==> config.mk <==
export PLATFORM = sky130hd
export DESIGN_NAME = alarm_bank_ctrl
export DESIGN_NICKNAME = d
export VERILOG_FILES = /design/src/rtl/alarm_bank_ctrl.sv
export SDC_FILE = /design/constraint.sdc
export NUM_CORES = 1
export LEC_CHECK = 0
export ABC_CLOCK_PERIOD_IN_PS = 2800
export CORE_ASPECT_RATIO = 0.8
export CORE_MARGIN = 2
export CORE_UTILIZATION = 37
export CTS_BUF_LIST = sky130_fd_sc_hd__clkbuf_4 sky130_fd_sc_hd__clkbuf_8 sky130_fd_sc_hd__clkbuf_16
export DETAILED_ROUTE_END_ITERATION = 10
export SYNTH_ARGS = -nofsm -noshare
export SYNTH_HDL_FRONTEND = slang
export SYNTH_SLANG_ARGS = --single-unit
==> constraint.sdc <==
create_clock -name CLK -period 2.8 [get_ports CLK]
set_input_delay 0.56 -clock CLK [delete_from_list [all_inputs] [get_ports CLK]]
set_output_delay 0.56 -clock CLK [all_outputs]
set_load 0.05 [all_outputs]
==> src/rtl/alarm_bank_ctrl.sv <==
// Multi-channel alarm controller: N programmable alarms with snooze, ring timeout
// and lowest-index priority arbitration against the watch's binary HOUR/MIN.
module alarm_bank_ctrl #(
    parameter int N_ALR    = 4,
    parameter int SNZ_MIN  = 5,
    parameter int RING_MIN = 3,
    parameter int MAX_SNZ  = 3,
    localparam int SW      = (N_ALR > 1) ? $clog2(N_ALR) : 1
) (
    input  logic             CLK,
    input  logic             RESET,
    input  logic [6:0]       HOUR,
    input  logic [6:0]       MIN,
    input  logic [SW-1:0]    SEL,
    input  logic             SET_EN,
    input  logic             FIELD,
    input  logic             U,
    input  logic             D,
    input  logic             SW_A,
    input  logic             SW_SNZ,
    input  logic             SW_STOP,
    output logic [6:0]       HOUR_A,
    output logic [6:0]       MIN_A,
    output logic [N_ALR-1:0] ALR_EN,
    output logic             S,
    output logic [SW-1:0]    RING_ID,
    output logic [3:0]       SNZ_CNT
);

    typedef enum logic [1:0] {IDLE, RING, SNOOZE} state_t;

    state_t           state_q, state_d;
    logic [3:0]       timer_q, timer_d;
    logic [SW-1:0]    ring_id_q, ring_id_d;
    logic [3:0]       snz_cnt_q, snz_cnt_d;
    logic [N_ALR-1:0] en_q, en_d;
    logic [6:0]       hr_q [N_ALR];
    logic [6:0]       hr_d [N_ALR];
    logic [6:0]       mn_q [N_ALR];
    logic [6:0]       mn_d [N_ALR];
    logic [6:0]       min_last_q, min_last_d;
    logic [4:0]       btn_last_q, btn_last_d;
    logic [4:0]       btn_pls_q, btn_pls_d;
    logic             s_q, s_d;

    logic             sel_ok;
    logic [6:0]       cur_hr, cur_mn;
    logic             mt;
    logic             any_hit;
    logic [SW-1:0]    winner;
    logic             pls_u, pls_dn, pls_a, pls_snz, pls_stop;

    assign {pls_u, pls_dn, pls_a, pls_snz, pls_stop} = btn_pls_q;
    assign sel_ok = (int'(SEL) < N_ALR);
    assign cur_hr = sel_ok ? hr_q[SEL] : 7'd0;
    assign cur_mn = sel_ok ? mn_q[SEL] : 7'd0;
    assign mt     = (MIN != min_last_q);

    // Scan from the top down so the lowest matching index is the one left standing.
    always_comb begin
        any_hit = 1'b0;
        winner  = '0;
        for (int i = N_ALR - 1; i >= 0; i--) begin
            if (en_q[i] && hr_q[i] == HOUR && mn_q[i] == MIN) begin
                any_hit = 1'b1;
                winner  = SW'(i);
            end
        end
    end

    always_comb begin
        state_d    = state_q;
        timer_d    = timer_q;
        ring_id_d  = ring_id_q;
        snz_cnt_d  = snz_cnt_q;
        en_d       = en_q;
        hr_d       = hr_q;
        mn_d       = mn_q;
        min_last_d = MIN;
        btn_last_d = {U, D, SW_A, SW_SNZ, SW_STOP};
        btn_pls_d  = btn_last_d & ~btn_last_q;
        s_d        = (state_q == RING);

        if (sel_ok) begin
            if (pls_a)
                en_d[SEL] = ~en_q[SEL];
            if (SET_EN && (pls_u ^ pls_dn)) begin
                if (FIELD)
                    hr_d[SEL] = pls_u ? ((cur_hr == 7'd23) ? 7'd0 : cur_hr + 7'd1)
                                      : ((cur_hr == 7'd0) ? 7'd23 : cur_hr - 7'd1);
                else
                    mn_d[SEL] = pls_u ? ((cur_mn == 7'd59) ? 7'd0 : cur_mn + 7'd1)
                                      : ((cur_mn == 7'd0) ? 7'd59 : cur_mn - 7'd1);
            end
        end

        // Disabling the ringing channel cancels the event ahead of any button or tick.
        case (state_q)
            IDLE: begin
                if (mt && any_hit) begin
                    state_d   = RING;
                    ring_id_d = winner;
                    snz_cnt_d = 4'd0;
                    timer_d   = 4'(RING_MIN);
                end
            end
            RING: begin
                if (!en_q[ring_id_q] || pls_stop) begin
                    state_d = IDLE;
                end else if (pls_snz && snz_cnt_q < 4'(MAX_SNZ)) begin
                    state_d   = SNOOZE;
                    timer_d   = 4'(SNZ_MIN);
                    snz_cnt_d = snz_cnt_q + 4'd1;
                end else if (mt) begin
                    timer_d = timer_q - 4'd1;
                    if (timer_q == 4'd1)
                        state_d = IDLE;
                end
            end
            SNOOZE: begin
                if (!en_q[ring_id_q] || pls_stop) begin
                    state_d = IDLE;
                end else if (mt) begin
                    timer_d = timer_q - 4'd1;
                    if (timer_q == 4'd1) begin
                        state_d = RING;
                        timer_d = 4'(RING_MIN);
                    end
                end
            end
            default: state_d = IDLE;
        endcase
    end

    always_ff @(posedge CLK or posedge RESET) begin
        if (RESET) begin
            state_q    <= IDLE;
            timer_q    <= 4'd0;
            ring_id_q  <= '0;
            snz_cnt_q  <= 4'd0;
            en_q       <= '0;
            min_last_q <= 7'd0;
            btn_last_q <= 5'd0;
            btn_pls_q  <= 5'd0;
            s_q        <= 1'b0;
            for (int i = 0; i < N_ALR; i++) begin
                hr_q[i] <= 7'd0;
                mn_q[i] <= 7'd0;
            end
        end else begin
            state_q    <= state_d;
            timer_q    <= timer_d;
            ring_id_q  <= ring_id_d;
            snz_cnt_q  <= snz_cnt_d;
            en_q       <= en_d;
            min_last_q <= min_last_d;
            btn_last_q <= btn_last_d;
            btn_pls_q  <= btn_pls_d;
            s_q        <= s_d;
            for (int i = 0; i < N_ALR; i++) begin
                hr_q[i] <= hr_d[i];
                mn_q[i] <= mn_d[i];
            end
        end
    end

    assign HOUR_A  = cur_hr;
    assign MIN_A   = cur_mn;
    assign ALR_EN  = en_q;
    assign S       = s_q;
    assign RING_ID = ring_id_q;
    assign SNZ_CNT = snz_cnt_q;

endmodule
---- After elaboration in Yosys (flattened, before gate mapping) ----
Index checks and enable logic that the tools add are counted.
Widths: inputs -> output; s select.
cells by class
  mux-type cells .......................... 52
  reductions and logical operators ........ 26
  equal/unequal tests ..................... 24
  div/mod/pow operators ................... 0
  bitwise logic cells ..................... 6
  shifts and indexed selects .............. 0
  multiply operators ...................... 0
  $lt $le $gt $ge ......................... 6
  add/subtract/negate cells ............... 6
operators by type and width
  operator             number
  $mux 7               11
  $bwmux 28            2
  $eq 7x7->1           8
  $mux 4               10
  $bmux 7 s2           2
  $mux 2               12
  $add 7x1->7 const B  2
  $demux 7 s2          1
  $logic_not 7->1      2
  $sub 7x1->7 const B  2
  $logic_and 1x1->1    13
  $pmux 4 s3           1
  $ne 2x2->1 const B   4
  $ne 4x1->1 const B   2
  $pmux 4 s2           1
  $eq 7x5->1 const B   1
  $eq 7x6->1 const B   1
  $mux 1               7
  $ne 7x7->1           1
  $lt 2x3->1 const B   2
  $ne 3x3->1 const B   2
  $pmux 2 s3           1
  $reduce_and 2->1     3
  $reduce_and 6->1     1
  other kinds (26)     28
storage, ports and cells
  RAM bits ................................ 0
  bits in read-only memories .............. 0
  register bits after elaboration ......... 90
  latch bits .............................. 0
  output and inout port bits .............. 25
  memories ................................ 0
  logic and storage cells ................. 137
  bits of input ports ..................... 25

---- Longest topological paths before layout ----
  word-level depth ........................ 10
  gate-level depth with buffers ........... 11

---- Worst setup path before layout ----
No wires, ideal clock.
  kind .................................... input port to flip-flop
  from .................................... input port SEL[1]
  to ...................................... register hr_q[3] in the netlist's numbering
  stages .................................. 10
  library setup time ...................... 125 ps
  slack ................................... -465 ps
  arrival time ............................ 3141 ps
  path through ............................ clkbuf_1 -> clkbuf_1 -> mux4_1 -> inv_1 -> ha_1 -> nand4_1 -> a2111oi_2 -> or3_1 -> o21ai_2 -> mux2_2
on the way
  cells in the longest elaborated chain, start to end .. 8
  elaborated cells between the ends (all ways) .. 17
  those cells by class .................... add/sub: 2; order compare: 2; eq/ne: 1; mux: 9; bitwise: 1; reduce/logical: 2
RTL lines
  element                                       RTL line  RTL
  from (decl)                                   14        input logic [SW-1:0] SEL,
  $not 2->3 (implied by the code) *             55        assign cur_hr = sel_ok ? hr_q[SEL] : 7'd0;
  $bmux 7 s2 *                                  55
  $mux 7 (implied by the code) * (2 in series)  55
  named net HOUR_A[0]                           22        output logic [6:0] HOUR_A,
  $sub 7x1->7, or another cell as far along     90        : ((cur_hr == 7'd0) ? 7'd23 : cur_hr - 7'd1);
  $mux 7, on equally long branches              90, 89
  $mux 7 *                                      89        hr_d[SEL] = pls_u ? ((cur_hr == 7'd23) ? 7'd0 : cur_hr + 7'd1)
  $bwmux 28 *                                   89
  to (signal, indexed assignment)               161       hr_q[i] <= hr_d[i];
  to (decl)                                     37        logic [6:0] hr_q [N_ALR];
Mark *: on every way through the listed nets, which the timed path passes. The rest lies on a longest branch. The select of a mux whose other input is x is not followed.
A chain may end at the register's enable or synchronous reset.

---- Final worst setup path ----
  from .................................... input port SEL[1]
  to ...................................... register hr_q[26] in the netlist's numbering
on the way
  cells in the longest elaborated chain, start to end .. 8
  elaborated cells between the ends (all ways) .. 17
  those cells by class .................... add/sub: 2; order compare: 2; eq/ne: 1; mux: 9; bitwise: 1; reduce/logical: 2
RTL lines
  element                                     RTL line
  $not 2->3 *                                 55, 89
  $bmux 7 s2                                  55
  $mux 7 (implied by the code) (2 in series)  55
  $sub 7x1->7, or another cell as far along   90
  $mux 7, on equally long branches            90, 89
  $mux 7                                      89
  $bwmux 28 *                                 89
Mark *: on every way between the ends. The rest lies on a longest branch, timed or not. The select of a mux whose other input is x is not followed.

==> results by group <==
Status
  – Outcome: finished clean

Layout
  – Final nets: 625
  – N_diodes: 0
  – Cell Count, Final, Fillers Out: a little under 800
  – Area growth from synthesis to layout: 28.6%
  – Layout cells sized above 1: roughly 33%

Place
  – GPL Wtd Cong: between 0.9 and 1
  – # port buffers: between 40 and 50
  – Post-Place Cells: 756
  – HPWL Detailed: 10700 um

Yosys
  – Syn_area_per_cell: roughly 11 um2
  – Async SR Flop Fraction: 100%
  – Post-synth cell types: 62
  – Yosys warns: 0
  – Mapped Cells: between 400 and 500
  – Post-synthesis sequential area ratio: between 40% and 50%
  – #FFs+latches synth: 90
  – Synth Cell Area: 5370 um2
  – Post-synth top flop: dfrtp_1
  – Syn nets: approximately 520
  – Post-synth EDFFs: 0

Setup path
  – CP endpoint: hr_q[26]$_DFFE_PP0P_
  – Critical Path Max Stage Delay: a little under 0.5 ns
  – Setup crit start: SEL[1]
  – CP Depth: 10
  – Setup crit end kind: register
  – CP top delay family: buffers and inverters
  – Buffers & Inverters on Critical Path: 4
  – CP Data Arrival Time: a little under 3 ns
  – R2R Path Start: SNZ_CNT[0]$_DFFE_PP0P_
  – Cells along the critical path: clkdlybuf4s50_1 > buf_6 > mux4_2 > inv_2 > ha_4 > nand4b_1 > a2111oi_4 > o31ai_2 > buf_4 > mux2_2
  – Slowest CP cell: a2111oi_4
  – CP required: approximately 3 ns
  – RR Endpoint: timer_q[0]$_DFFE_PP0P_
  – Reg2Reg Setup Slack: between 0.1 and 0.15 ns
  – Critical path class: input pin to register
  – Startpoint Class: input pin
  – R2r worst-path depth: 8
  – Peak fanout along the critical path: 8

Routing
  – 1st-iter DRT viols: 230
  – Drt total wl: 14100 um
  – Detail Route Antenna Nets: 0
  – Routed vias: 4121
  – # DRC: 0
  – DR pass1 iterations: 4
  – Via density: between 5 and 6
  – WL per Instance: roughly 18 um

Floorplan
  – Site Rows: 39
  – Die Y: 112 um
  – Core ar.: 14200 um2
  – Io pins: 50
  – Initial core utilization: 37.7%
  – DIE AREA: between 15000 and 20000 um2
  – Die Width: 139 um

Power
  – Power per Cell Area: a little over 1000 nW/um2
  – VDD IR-drop max: roughly 0.7 mV
  – Pleak: approximately 0.0029 uW
  – Total chip power: between 6000 and 7000 uW

Clock network
  – CTS max path bufs: 2
  – Clk_lat worst skew: roughly 0.34 ns
  – Root Buffer: clkbuf_16
  – Max H-tree Level: 3
  – Clock-pin slew on the worst setup and hold paths: around 0.06 ns
  – CTS Sinks: 90
  – Total CTS buffers: 9
  – Hold Buf Count CTS: 0
  – CTS tree: built

Global routing
  – Pin count of the biggest net entering global routing: 77
  – GRT Total Usage: a little under a fifth
  – Grt ovf: 0
  – First-pass GRT wire length: between 20000 and 25000 um
  – Vias in the first global route: about 4200
  – Initial antenna violation count: 0

STA
  – Max Freq: ~370 MHz
  – Minimum clock period: approximately 2.7 ns
  – Worst slew pin tran: 0.525 ns
  – Fin. Hold Viols: 0
  – Tcrit/Tclk final: a little over nine tenths
  – Clock Skew: about 0.0067 ns
  – Max Slew Vio Count: 0
  – Final setup fails: 0
  – Max-slew headroom: between 60% and 70%

Job
  – Max Cap Violations: 0

Hold path
  – HP Class: register to register
  – Hold Path Depth: 1
-- cells by family (layout without fill, tap and decap cells) --
| family | count (synthesis) | after routing | share of synthesized area (%) |
|---|---|---|---|
| fa+ha+maj | 11 | 11 | 2.56 |
| xor+xnor | 84 | 84 | 13.7 |
| flops | 90 | 90 | 41.9 |
| mux | 73 | 73 | 18.7 |
| simple gates | 132 | 132 | 13.3 |
| compound gates | 48 | 48 | 6.24 |
| buf+inv | 41 | 156 | 3.56 |
-- cell type report --
class	count	area, um2
clock buffer	10	239
tap	184	230
multi-input combinational	348	2940
sequential	90	2250
clock inverter	6	96.3
fill	1313	7340
timing repair buffer	127	1090
inverter	13	52.6
-- worst min-delay path by stage --
stage                        endpoint                     from
4_1_cts        btn_pls_q[4]$_DFF_PP0_  btn_last_q[4]$_DFF_PP0_
2_1_floorplan  btn_pls_q[0]$_DFF_PP0_  btn_last_q[0]$_DFF_PP0_
3_3_place_gp   btn_pls_q[1]$_DFF_PP0_  btn_last_q[1]$_DFF_PP0_
6_report       btn_pls_q[4]$_DFF_PP0_  btn_last_q[4]$_DFF_PP0_
5_1_grt        btn_pls_q[4]$_DFF_PP0_  btn_last_q[4]$_DFF_PP0_
3_5_place_dp   btn_pls_q[4]$_DFF_PP0_  btn_last_q[4]$_DFF_PP0_
-- sequential cells by signal (all words and copies together), names as in the netlist --
name / cells
timer_q: 4
btn_pls_q: 5
ALR_EN: 4
btn_last_q: 5
mn_q: 28
state_q: 2
SNZ_CNT: 4
min_last_q: 7
S: 1
RING_ID: 2
hr_q: 28
-- cells in the final DEF (no fill, tap or decap), types with 4 or more instances in the layout --
cell type        count
nand2_1             32
o21ai_0              9
clkdlybuf4s50_1     34
nor2b_1             10
inv_1               10
mux2i_1              6
buf_12               4
mux4_2              15
a21oi_1             12
nand2b_1             4
nor2_1              23
clkbuf_16            9
xnor2_1             73
xor2_1              11
ha_1                10
nand3_1             15
nor4_1               6
mux2_2              50
nor3_1               5
dfrtp_1             90
nand4_1             15
buf_4               87
-- layer usage --
| layer | up-vias | global-route usage (%) | wire, um |
|---|---|---|---|
| met5 | - | 0 | 0 |
| met4 | 0 | 4.98 | 178 |
| met3 | 11 | 4.13 | 934 |
| met2 | 135 | 29.0 | 6340 |
| met1 | 2060 | 28.1 | 6680 |
| li1 | 1915 | - | - |
-- timing repair --
action	CTS	global route
setup endpoints to repair	49	33
pin swaps	2	2
gates cloned	0	0
buffers inserted	3	3
resized for setup	5	3
-- per-stage QoR --
stage	setup TNS [ns]	setup WS (ns)	hold slack [ns]	utilization (%)	cell area (um2)
finish	0	0.0709	0.390	48.5	6910
global route	-0.0809	-0.0159	0.414	48.5	6910
CTS	0	0.0455	0.396	48.2	6870
detailed placement	-21.98	-0.487	0.387	45.8	6530
global placement	-19.60	-0.476	0.382	45.8	6530
floorplan	-0.712	-0.123	0.378	-	5400
-- power by group --
| part | internal (uW) | switching [uW] |
|---|---|---|
| registers | 1710 | 463 |
| clock network | 817 | 529 |
| logic | 1640 | 1800 |
-- cell usage after synthesis, drive strengths merged, types with 2 or more instances --
| cell type | instances | area share [%] |
|---|---|---|
| mux4 | 15 | 6.6 |
| or2 | 3 | 0.40 |
| and2 | 2 | 0.23 |
| o211ai | 2 | 0.28 |
| a2bb2oi | 2 | 0.44 |
| o22ai | 2 | 0.23 |
| xor2 | 11 | 1.8 |
| o2bb2ai | 2 | 0.33 |
| nor3b | 3 | 0.61 |
| mux2i | 6 | 1.1 |
| mux2 | 52 | 11 |
| nor2 | 24 | 1.7 |
| nand3 | 15 | 1.4 |
| nand3b | 2 | 0.28 |
| nor2b | 10 | 1.2 |
| nand2b | 4 | 0.47 |
| dfrtp | 90 | 42 |
| o21ai | 13 | 1.4 |
| o21a | 2 | 0.28 |
| o31ai | 2 | 0.37 |
| inv | 13 | 0.91 |
| nand4 | 15 | 1.7 |
| nand2 | 33 | 2.4 |
| or4b | 2 | 0.37 |
| buf | 10 | 1.4 |
| nor3 | 6 | 0.65 |
| a21oi | 12 | 1.1 |
| nor4 | 7 | 1.1 |
| or3 | 3 | 0.35 |
| ha | 11 | 2.6 |
| clkbuf | 18 | 1.3 |
| xnor2 | 73 | 12 |
Note: power is estimated with default switching activity, not from simulation.
